--- src/rtl/fb_port_arbiter_pkg.sv ---
// rtl/fb_port_arbiter_pkg.sv - shared frame-buffer geometry, widths and grant encodings
package fb_port_arbiter_pkg;

    localparam int FB_WIDTH   = 200;
    localparam int FB_HEIGHT  = 164;
    localparam int FB_DEPTH   = FB_WIDTH * FB_HEIGHT;
    localparam int ADDR_W     = 16;
    localparam int DATA_W     = 8;
    localparam int FIFO_DEPTH = 4;
    localparam int LEVEL_W    = $clog2(FIFO_DEPTH) + 1;

    typedef enum logic [1:0] {
        GNT_NONE = 2'd0,
        GNT_RD   = 2'd1,
        GNT_WR   = 2'd2
    } grant_t;

    typedef struct packed {
        logic [ADDR_W-1:0] addr;
        logic [DATA_W-1:0] data;
    } wr_req_t;

    function automatic logic addr_in_range(input logic [ADDR_W-1:0] a);
        return 32'(a) < FB_DEPTH;
    endfunction

endpackage

--- src/rtl/fb_port_arbiter_if.sv ---
// rtl/fb_port_arbiter_if.sv - display read, pixel writer and RAM signals of the arbiter
interface fb_port_arbiter_if;
    import fb_port_arbiter_pkg::*;

    logic                vga_rd_en;
    logic [ADDR_W-1:0]   vga_rd_addr;
    logic [DATA_W-1:0]   vga_rd_data;
    logic                vga_rd_valid;
    logic                wr_valid;
    logic                wr_ready;
    logic [ADDR_W-1:0]   wr_addr;
    logic [DATA_W-1:0]   wr_data;
    logic                ram_en;
    logic                ram_we;
    logic [ADDR_W-1:0]   ram_addr;
    logic [DATA_W-1:0]   ram_wdata;
    logic [DATA_W-1:0]   ram_rdata;
    logic [LEVEL_W-1:0]  fifo_level;
    logic                oob_err;

    modport master (
        output vga_rd_en, vga_rd_addr, wr_valid, wr_addr, wr_data, ram_rdata,
        input  vga_rd_data, vga_rd_valid, wr_ready, ram_en, ram_we, ram_addr,
               ram_wdata, fifo_level, oob_err
    );

    modport slave (
        input  vga_rd_en, vga_rd_addr, wr_valid, wr_addr, wr_data, ram_rdata,
        output vga_rd_data, vga_rd_valid, wr_ready, ram_en, ram_we, ram_addr,
               ram_wdata, fifo_level, oob_err
    );

endinterface

--- src/rtl/fb_port_arbiter_wr_fifo.sv ---
// rtl/fb_port_arbiter_wr_fifo.sv - synchronous write queue holding {addr,data} requests
module fb_wr_fifo
    import fb_port_arbiter_pkg::*;
#(
    parameter int DEPTH = FIFO_DEPTH
) (
    input  logic                clk,
    input  logic                rst,
    input  logic                push,
    input  wr_req_t             push_data,
    input  logic                pop,
    output wr_req_t             head,
    output logic                full,
    output logic                empty,
    output logic [LEVEL_W-1:0]  level
);

    localparam int PTR_W = $clog2(DEPTH);

    wr_req_t            mem [DEPTH];
    logic [PTR_W-1:0]   wr_ptr;
    logic [PTR_W-1:0]   rd_ptr;
    logic [LEVEL_W-1:0] count;
    logic               push_ok;
    logic               pop_ok;

    assign full    = (count == LEVEL_W'(DEPTH));
    assign empty   = (count == '0);
    assign push_ok = push && !full;
    assign pop_ok  = pop && !empty;
    assign head    = mem[rd_ptr];
    assign level   = count;

    always_ff @(posedge clk) begin
        if (push_ok) begin
            mem[wr_ptr] <= push_data;
        end
    end

    always_ff @(posedge clk) begin
        if (rst) begin
            wr_ptr <= '0;
            rd_ptr <= '0;
            count  <= '0;
        end else begin
            if (push_ok) begin
                wr_ptr <= wr_ptr + PTR_W'(1);
            end
            if (pop_ok) begin
                rd_ptr <= rd_ptr + PTR_W'(1);
            end
            count <= count + LEVEL_W'(push_ok) - LEVEL_W'(pop_ok);
        end
    end

endmodule

--- src/rtl/fb_port_arbiter.sv ---
// rtl/fb_port_arbiter.sv - single-port frame-buffer arbiter, display reads over queued writes
module fb_port_arbiter
    import fb_port_arbiter_pkg::*;
(
    input  logic             clk_25mhz,
    input  logic             rst,
    fb_port_arbiter_if.slave bus
);

    grant_t              grant;
    wr_req_t             head;
    wr_req_t             push_req;
    logic                full;
    logic                empty;
    logic [LEVEL_W-1:0]  level;
    logic                handshake;
    logic                in_range;
    logic                push;
    logic                pop;

    logic                ram_en_q;
    logic                ram_we_q;
    logic [ADDR_W-1:0]   ram_addr_q;
    logic [DATA_W-1:0]   ram_wdata_q;
    logic [1:0]          rd_pipe;
    logic                rd_valid_q;
    logic [DATA_W-1:0]   rd_data_q;
    logic                oob_q;

    // Out-of-range writes still complete the handshake so the writer never stalls on them.
    assign handshake = bus.wr_valid && bus.wr_ready;
    assign in_range  = addr_in_range(bus.wr_addr);
    assign push      = handshake && in_range;
    assign push_req  = '{addr: bus.wr_addr, data: bus.wr_data};
    assign pop       = (grant == GNT_WR);

    fb_wr_fifo #(.DEPTH(FIFO_DEPTH)) u_wr_fifo (
        .clk       (clk_25mhz),
        .rst       (rst),
        .push      (push),
        .push_data (push_req),
        .pop       (pop),
        .head      (head),
        .full      (full),
        .empty     (empty),
        .level     (level)
    );

    always_comb begin
        grant = GNT_NONE;
        if (bus.vga_rd_en) begin
            grant = GNT_RD;
        end else if (!empty) begin
            grant = GNT_WR;
        end
    end

    always_ff @(posedge clk_25mhz) begin
        if (rst) begin
            ram_en_q    <= 1'b0;
            ram_we_q    <= 1'b0;
            ram_addr_q  <= '0;
            ram_wdata_q <= '0;
            rd_pipe     <= '0;
            rd_valid_q  <= 1'b0;
            rd_data_q   <= '0;
            oob_q       <= 1'b0;
        end else begin
            case (grant)
                GNT_RD: begin
                    ram_en_q   <= 1'b1;
                    ram_we_q   <= 1'b0;
                    ram_addr_q <= bus.vga_rd_addr;
                end
                GNT_WR: begin
                    ram_en_q    <= 1'b1;
                    ram_we_q    <= 1'b1;
                    ram_addr_q  <= head.addr;
                    ram_wdata_q <= head.data;
                end
                default: begin
                    ram_en_q <= 1'b0;
                    ram_we_q <= 1'b0;
                end
            endcase
            // rd_pipe[1] marks the cycle in which ram_rdata carries the requested pixel.
            rd_pipe    <= {rd_pipe[0], (grant == GNT_RD)};
            rd_valid_q <= rd_pipe[1];
            if (rd_pipe[1]) begin
                rd_data_q <= bus.ram_rdata;
            end
            if (handshake && !in_range) begin
                oob_q <= 1'b1;
            end
        end
    end

    assign bus.wr_ready     = !full;
    assign bus.fifo_level   = level;
    assign bus.ram_en       = ram_en_q;
    assign bus.ram_we       = ram_we_q;
    assign bus.ram_addr     = ram_addr_q;
    assign bus.ram_wdata    = ram_wdata_q;
    assign bus.vga_rd_valid = rd_valid_q;
    assign bus.vga_rd_data  = rd_data_q;
    assign bus.oob_err      = oob_q;

endmodule

--- src/flat_wrapper.sv ---
// flat-port wrapper written by rule: the top's interface ports become plain ports
module fb_port_arbiter_flat import fb_port_arbiter_pkg::*;
  (clk_25mhz, rst, bus_vga_rd_en, bus_vga_rd_addr, bus_wr_valid, bus_wr_addr, bus_wr_data, bus_ram_rdata, bus_vga_rd_data, bus_vga_rd_valid, bus_wr_ready, bus_ram_en, bus_ram_we, bus_ram_addr, bus_ram_wdata, bus_fifo_level, bus_oob_err);
  fb_port_arbiter_if bus_i ();
  input  logic clk_25mhz;
  input  logic rst;
  input wire logic [$bits(bus_i.vga_rd_en)-1:0] bus_vga_rd_en;
  input wire logic [$bits(bus_i.vga_rd_addr)-1:0] bus_vga_rd_addr;
  input wire logic [$bits(bus_i.wr_valid)-1:0] bus_wr_valid;
  input wire logic [$bits(bus_i.wr_addr)-1:0] bus_wr_addr;
  input wire logic [$bits(bus_i.wr_data)-1:0] bus_wr_data;
  input wire logic [$bits(bus_i.ram_rdata)-1:0] bus_ram_rdata;
  output wire logic [$bits(bus_i.vga_rd_data)-1:0] bus_vga_rd_data;
  output wire logic [$bits(bus_i.vga_rd_valid)-1:0] bus_vga_rd_valid;
  output wire logic [$bits(bus_i.wr_ready)-1:0] bus_wr_ready;
  output wire logic [$bits(bus_i.ram_en)-1:0] bus_ram_en;
  output wire logic [$bits(bus_i.ram_we)-1:0] bus_ram_we;
  output wire logic [$bits(bus_i.ram_addr)-1:0] bus_ram_addr;
  output wire logic [$bits(bus_i.ram_wdata)-1:0] bus_ram_wdata;
  output wire logic [$bits(bus_i.fifo_level)-1:0] bus_fifo_level;
  output wire logic [$bits(bus_i.oob_err)-1:0] bus_oob_err;
  assign bus_i.vga_rd_en = bus_vga_rd_en;
  assign bus_i.vga_rd_addr = bus_vga_rd_addr;
  assign bus_i.wr_valid = bus_wr_valid;
  assign bus_i.wr_addr = bus_wr_addr;
  assign bus_i.wr_data = bus_wr_data;
  assign bus_i.ram_rdata = bus_ram_rdata;
  assign bus_vga_rd_data = bus_i.vga_rd_data;
  assign bus_vga_rd_valid = bus_i.vga_rd_valid;
  assign bus_wr_ready = bus_i.wr_ready;
  assign bus_ram_en = bus_i.ram_en;
  assign bus_ram_we = bus_i.ram_we;
  assign bus_ram_addr = bus_i.ram_addr;
  assign bus_ram_wdata = bus_i.ram_wdata;
  assign bus_fifo_level = bus_i.fifo_level;
  assign bus_oob_err = bus_i.oob_err;
  fb_port_arbiter u_core (.clk_25mhz(clk_25mhz), .rst(rst), .bus(bus_i));
endmodule
--- config.mk ---
export PLATFORM = sky130hd
export DESIGN_NAME = fb_port_arbiter_flat
export DESIGN_NICKNAME = d
export VERILOG_FILES = /design/src/rtl/fb_port_arbiter_pkg.sv /design/src/rtl/fb_port_arbiter_if.sv /design/src/rtl/fb_port_arbiter_wr_fifo.sv /design/src/rtl/fb_port_arbiter.sv /design/src/flat_wrapper.sv
export SDC_FILE = /design/constraint.sdc
export NUM_CORES = 1
export LEC_CHECK = 0
export ABC_AREA = 1
export CORE_MARGIN = 3
export CORE_UTILIZATION = 50
export CTS_CLUSTER_DIAMETER = 120
export DETAILED_ROUTE_END_ITERATION = 6
export PLACE_DENSITY = 0.77
export SLEW_MARGIN = 20
export SYNTH_ARGS = -nofsm -noshare
export SYNTH_HDL_FRONTEND = slang
export SYNTH_SLANG_ARGS = --single-unit
--- constraint.sdc ---
create_clock -name clk_25mhz -period 2.65 [get_ports clk_25mhz]
set_input_delay 0.3975 -clock clk_25mhz [delete_from_list [all_inputs] [get_ports clk_25mhz]]
set_output_delay 0.3975 -clock clk_25mhz [all_outputs]
set_load 0.03 [all_outputs]
==> impl_results.md <==
* Detailed placement HPWL at 8.00 mm
* Routed Antenna Nets at 0
* Tot GR Track Use at 0.209
* Top_reg_cell synth: edfxtp_1
* First-pass GRT wire length at 19.8 mm
* CTS sink count at 143
* Post-Synth XOR/XNOR Area at 0.00159
* Part of the power in combinational logic at 0.256
* Vert. Die Dim at 111 um
* Peak supply drop at 0.487 mV
* Power Total at 6.55 mW
* Core Box Area at 10500 sq um
* Starting density of the core at 0.525
* Number of synthesized flops with an enable pin at 96
* DR DRC count at 0
* Sequential power share at 0.420
* Pre-antenna DRT Iters at 4
* Placed Cells at 721
* Final worst slack at 0.346 ns
* Yosys cell types at 29
* Mux contribution to synthesized area at 0
* Vias per std cell at 5.27
* Clk_lat worst skew at 0.52 ns
* CTS max path bufs at 2
* Final std cells w/o fill at 753
* Final Cycle Share at 0.869
* Pwr Density at 906 nW/um^2
* Die ar. at 12300 sq um
* Share of the synthesized area in the top cell type at 0.522
* # setup viols final at 0
* Hold Crit Class: register to register
* # port buffers at 91
* Detailed-route via count at 3972
* Post-Synthesis Cells at 492
* CTS tree: built
* Worst setup SP type: primary input
* Largest net degree at the start of global routing at 45
* Switch share at 0.309
* Leading area contributor after synthesis: edfxtp_1
* Avg WL per Cell at 16.7 um
* Total of max-cap violations at 0
* Setup slack after placement at -0.150 ns
* Largest cells by area after synthesis: edfxtp_1, dfxtp_1, nor2_1
* Final Cell Area at 7220 sq um
* Final core occ at 0.687
* Synthesized Nets at 551
* Seq/Total Area, Yosys at 0.693
* Endpoint type of the worst setup path: register
* CTS H-tree lvls at 4
* RSZ-0062 raised after global routing: no
* Worst-Margin Slew at 0.430 ns
* Io pins at 92
* Final hold slack at 0.412 ns
* Cts repair resizes at 0
* Yosys warns at 0
* Compound-gate portion of the synthesized area at 0.115
* DRT iter0 DRCs at 331
* Cell Rows at 37
* Setup_tns at 0 ns
* Synth Area per Inst at 11.2 sq um
* Clock Pin Slew Worst Setup and Hold Paths at 0.06 ns
* Final hold violations at 0
* CTS Buf Count at 17
* Cell internal pwr at 4.52 mW
* Worst R2R Start: u_core.u_wr_fifo.level[1]$_SDFF_PP0_
* Setup Crit Path Kind: primary input to register
* Fin crit period at 2.30 ns
* Most frequent cells in the layout: nor2_1, edfxtp_1, clkdlybuf4s50_1
* Initial antenna violation count at 0
* Leakage dissipation at 2.66 nW
* Synth Area in Adders at 0.0172
* Largest family of logic cells by synthesized area: simple AND/OR/NAND/NOR gates
* DP Area at 6690 sq um
* CP required at 3.05 ns
* Final WL at 12.5 mm
* Crit path arrival time at 2.71 ns
* Number of global-route vias before repair at 3944
* Status: finished clean
* Cts hold-fix bufs at 0
* Clock root buffer: clkbuf_8
* Max_slew headroom at 0.713
* GRT Residual Overflow at 0
* Hold Startpoint: u_core.rd_pipe[0]$_SDFF_PP0_
* Share of post-route cells with drive strength above 1 at 0.118
* Switching pwr at 2.02 mW
* Max frequency at 434 MHz
* Post-CTS Setup Bufs at 0
* Synthesis-stage register bit count at 143
* Nets at 663
* GPL Wtd Cong at 0.776
* Area delta synth->final at 30.9%
* Critical path peak fanout at 2
* Die X at 111 um
* Clk_skew at 0.00768 ns
* Simple-gate share of the synthesized area at 0.131
* Async SR Flop Fraction at 0
* Antenna diodes at 0
* Clk network pwr share at 0.325
* Mapped cell area at 5520 sq um
* Fin. max-slew vios at 0
* Commonest non-fill, non-tap cell in the layout: nor2_1
* CP Launch Point: bus_wr_addr[13]
-- worst max-delay path: stages --
cell and delay (ns):
clkdlybuf4s50_1 0.43, nor2_1 0.19, nand3_1 0.18, o21bai_1 0.27, nand2_1 0.12, ha_1 0.30
inv_1 0.05, ha_1 0.12, inv_1 0.05, fa_1 0.38, o21ai_0 0.17, a21oi_1 0.06
-- sequential cells by signal (all words and copies together) (netlist names), 2 cells and up, named ones only --
signal,count
u_core.bus.ram_addr,16
u_core.bus.ram_wdata,8
u_core.bus.vga_rd_data,8
u_core.rd_pipe,2
u_core.u_wr_fifo.level,3
u_core.u_wr_fifo.mem,96
u_core.u_wr_fifo.rd_ptr,2
u_core.u_wr_fifo.wr_ptr,2
-- power groups by stage --
stage | Combinational (mW) | Clock (mW) | Sequential, mW
6_report | 1.67 | 2.12 | 2.75
2_1_floorplan | 0.790 | 0 | 3.05
3_3_place_gp | 1.63 | 0 | 2.78
5_1_grt | 1.82 | 2.26 | 2.77
3_5_place_dp | 1.66 | 0 | 2.79
4_1_cts | 1.68 | 2.15 | 2.75
-- cells by family (layout without fill, tap and decap cells) --
family,count (synthesis),after routing
buf+inv,50,175
compound gates,116,116
xor+xnor,1,1
simple gates,175,175
fa+ha+maj,7,7
flops,143,143
-- cells in the mapped netlist (4+ instances only) --
library cell,number
o22a_1,6
nor2_1,105
ha_1,6
nor2_4,4
buf_4,5
dfxtp_1,47
inv_2,6
o21ai_1,10
nand2_1,49
o21ai_0,65
nand3_1,14
inv_1,20
a21oi_1,21
clkbuf_1,5
edfxtp_1,96
a31oi_1,8
buf_2,9
-- area by class of cell --
class	count	area [sq um]
Timing Repair Buffer	114	1110
Inverter	29	114
Multi-Input combinational cell	299	1470
Fill cell	759	3280
Tap cell	136	170
Clock inverter	12	93.8
Sequential cell	143	3820
Clock buffer	20	445
-- worst paths after layout --
check / end / slack (ns) / cells past startpoint
worst max-delay path: u_core.u_wr_fifo.level[2]$_SDFF_PP0_ / 0.35 / 12
worst min-delay path: u_core.rd_pipe[1]$_SDFF_PP0_ / 0.41 / 2
worst max register to register: u_core.u_wr_fifo.level[2]$_SDFF_PP0_ / 0.53 / 10
worst min register to register: u_core.rd_pipe[1]$_SDFF_PP0_ / 0.41 / 2
-- routing by layer --
metal  global-route usage  share of wire
met5                    0              0
met4               0.0908          0.023
met3               0.0666          0.066
met2                0.340           0.49
met1                0.258           0.42
Note: power is estimated with default switching activity, not from simulation.
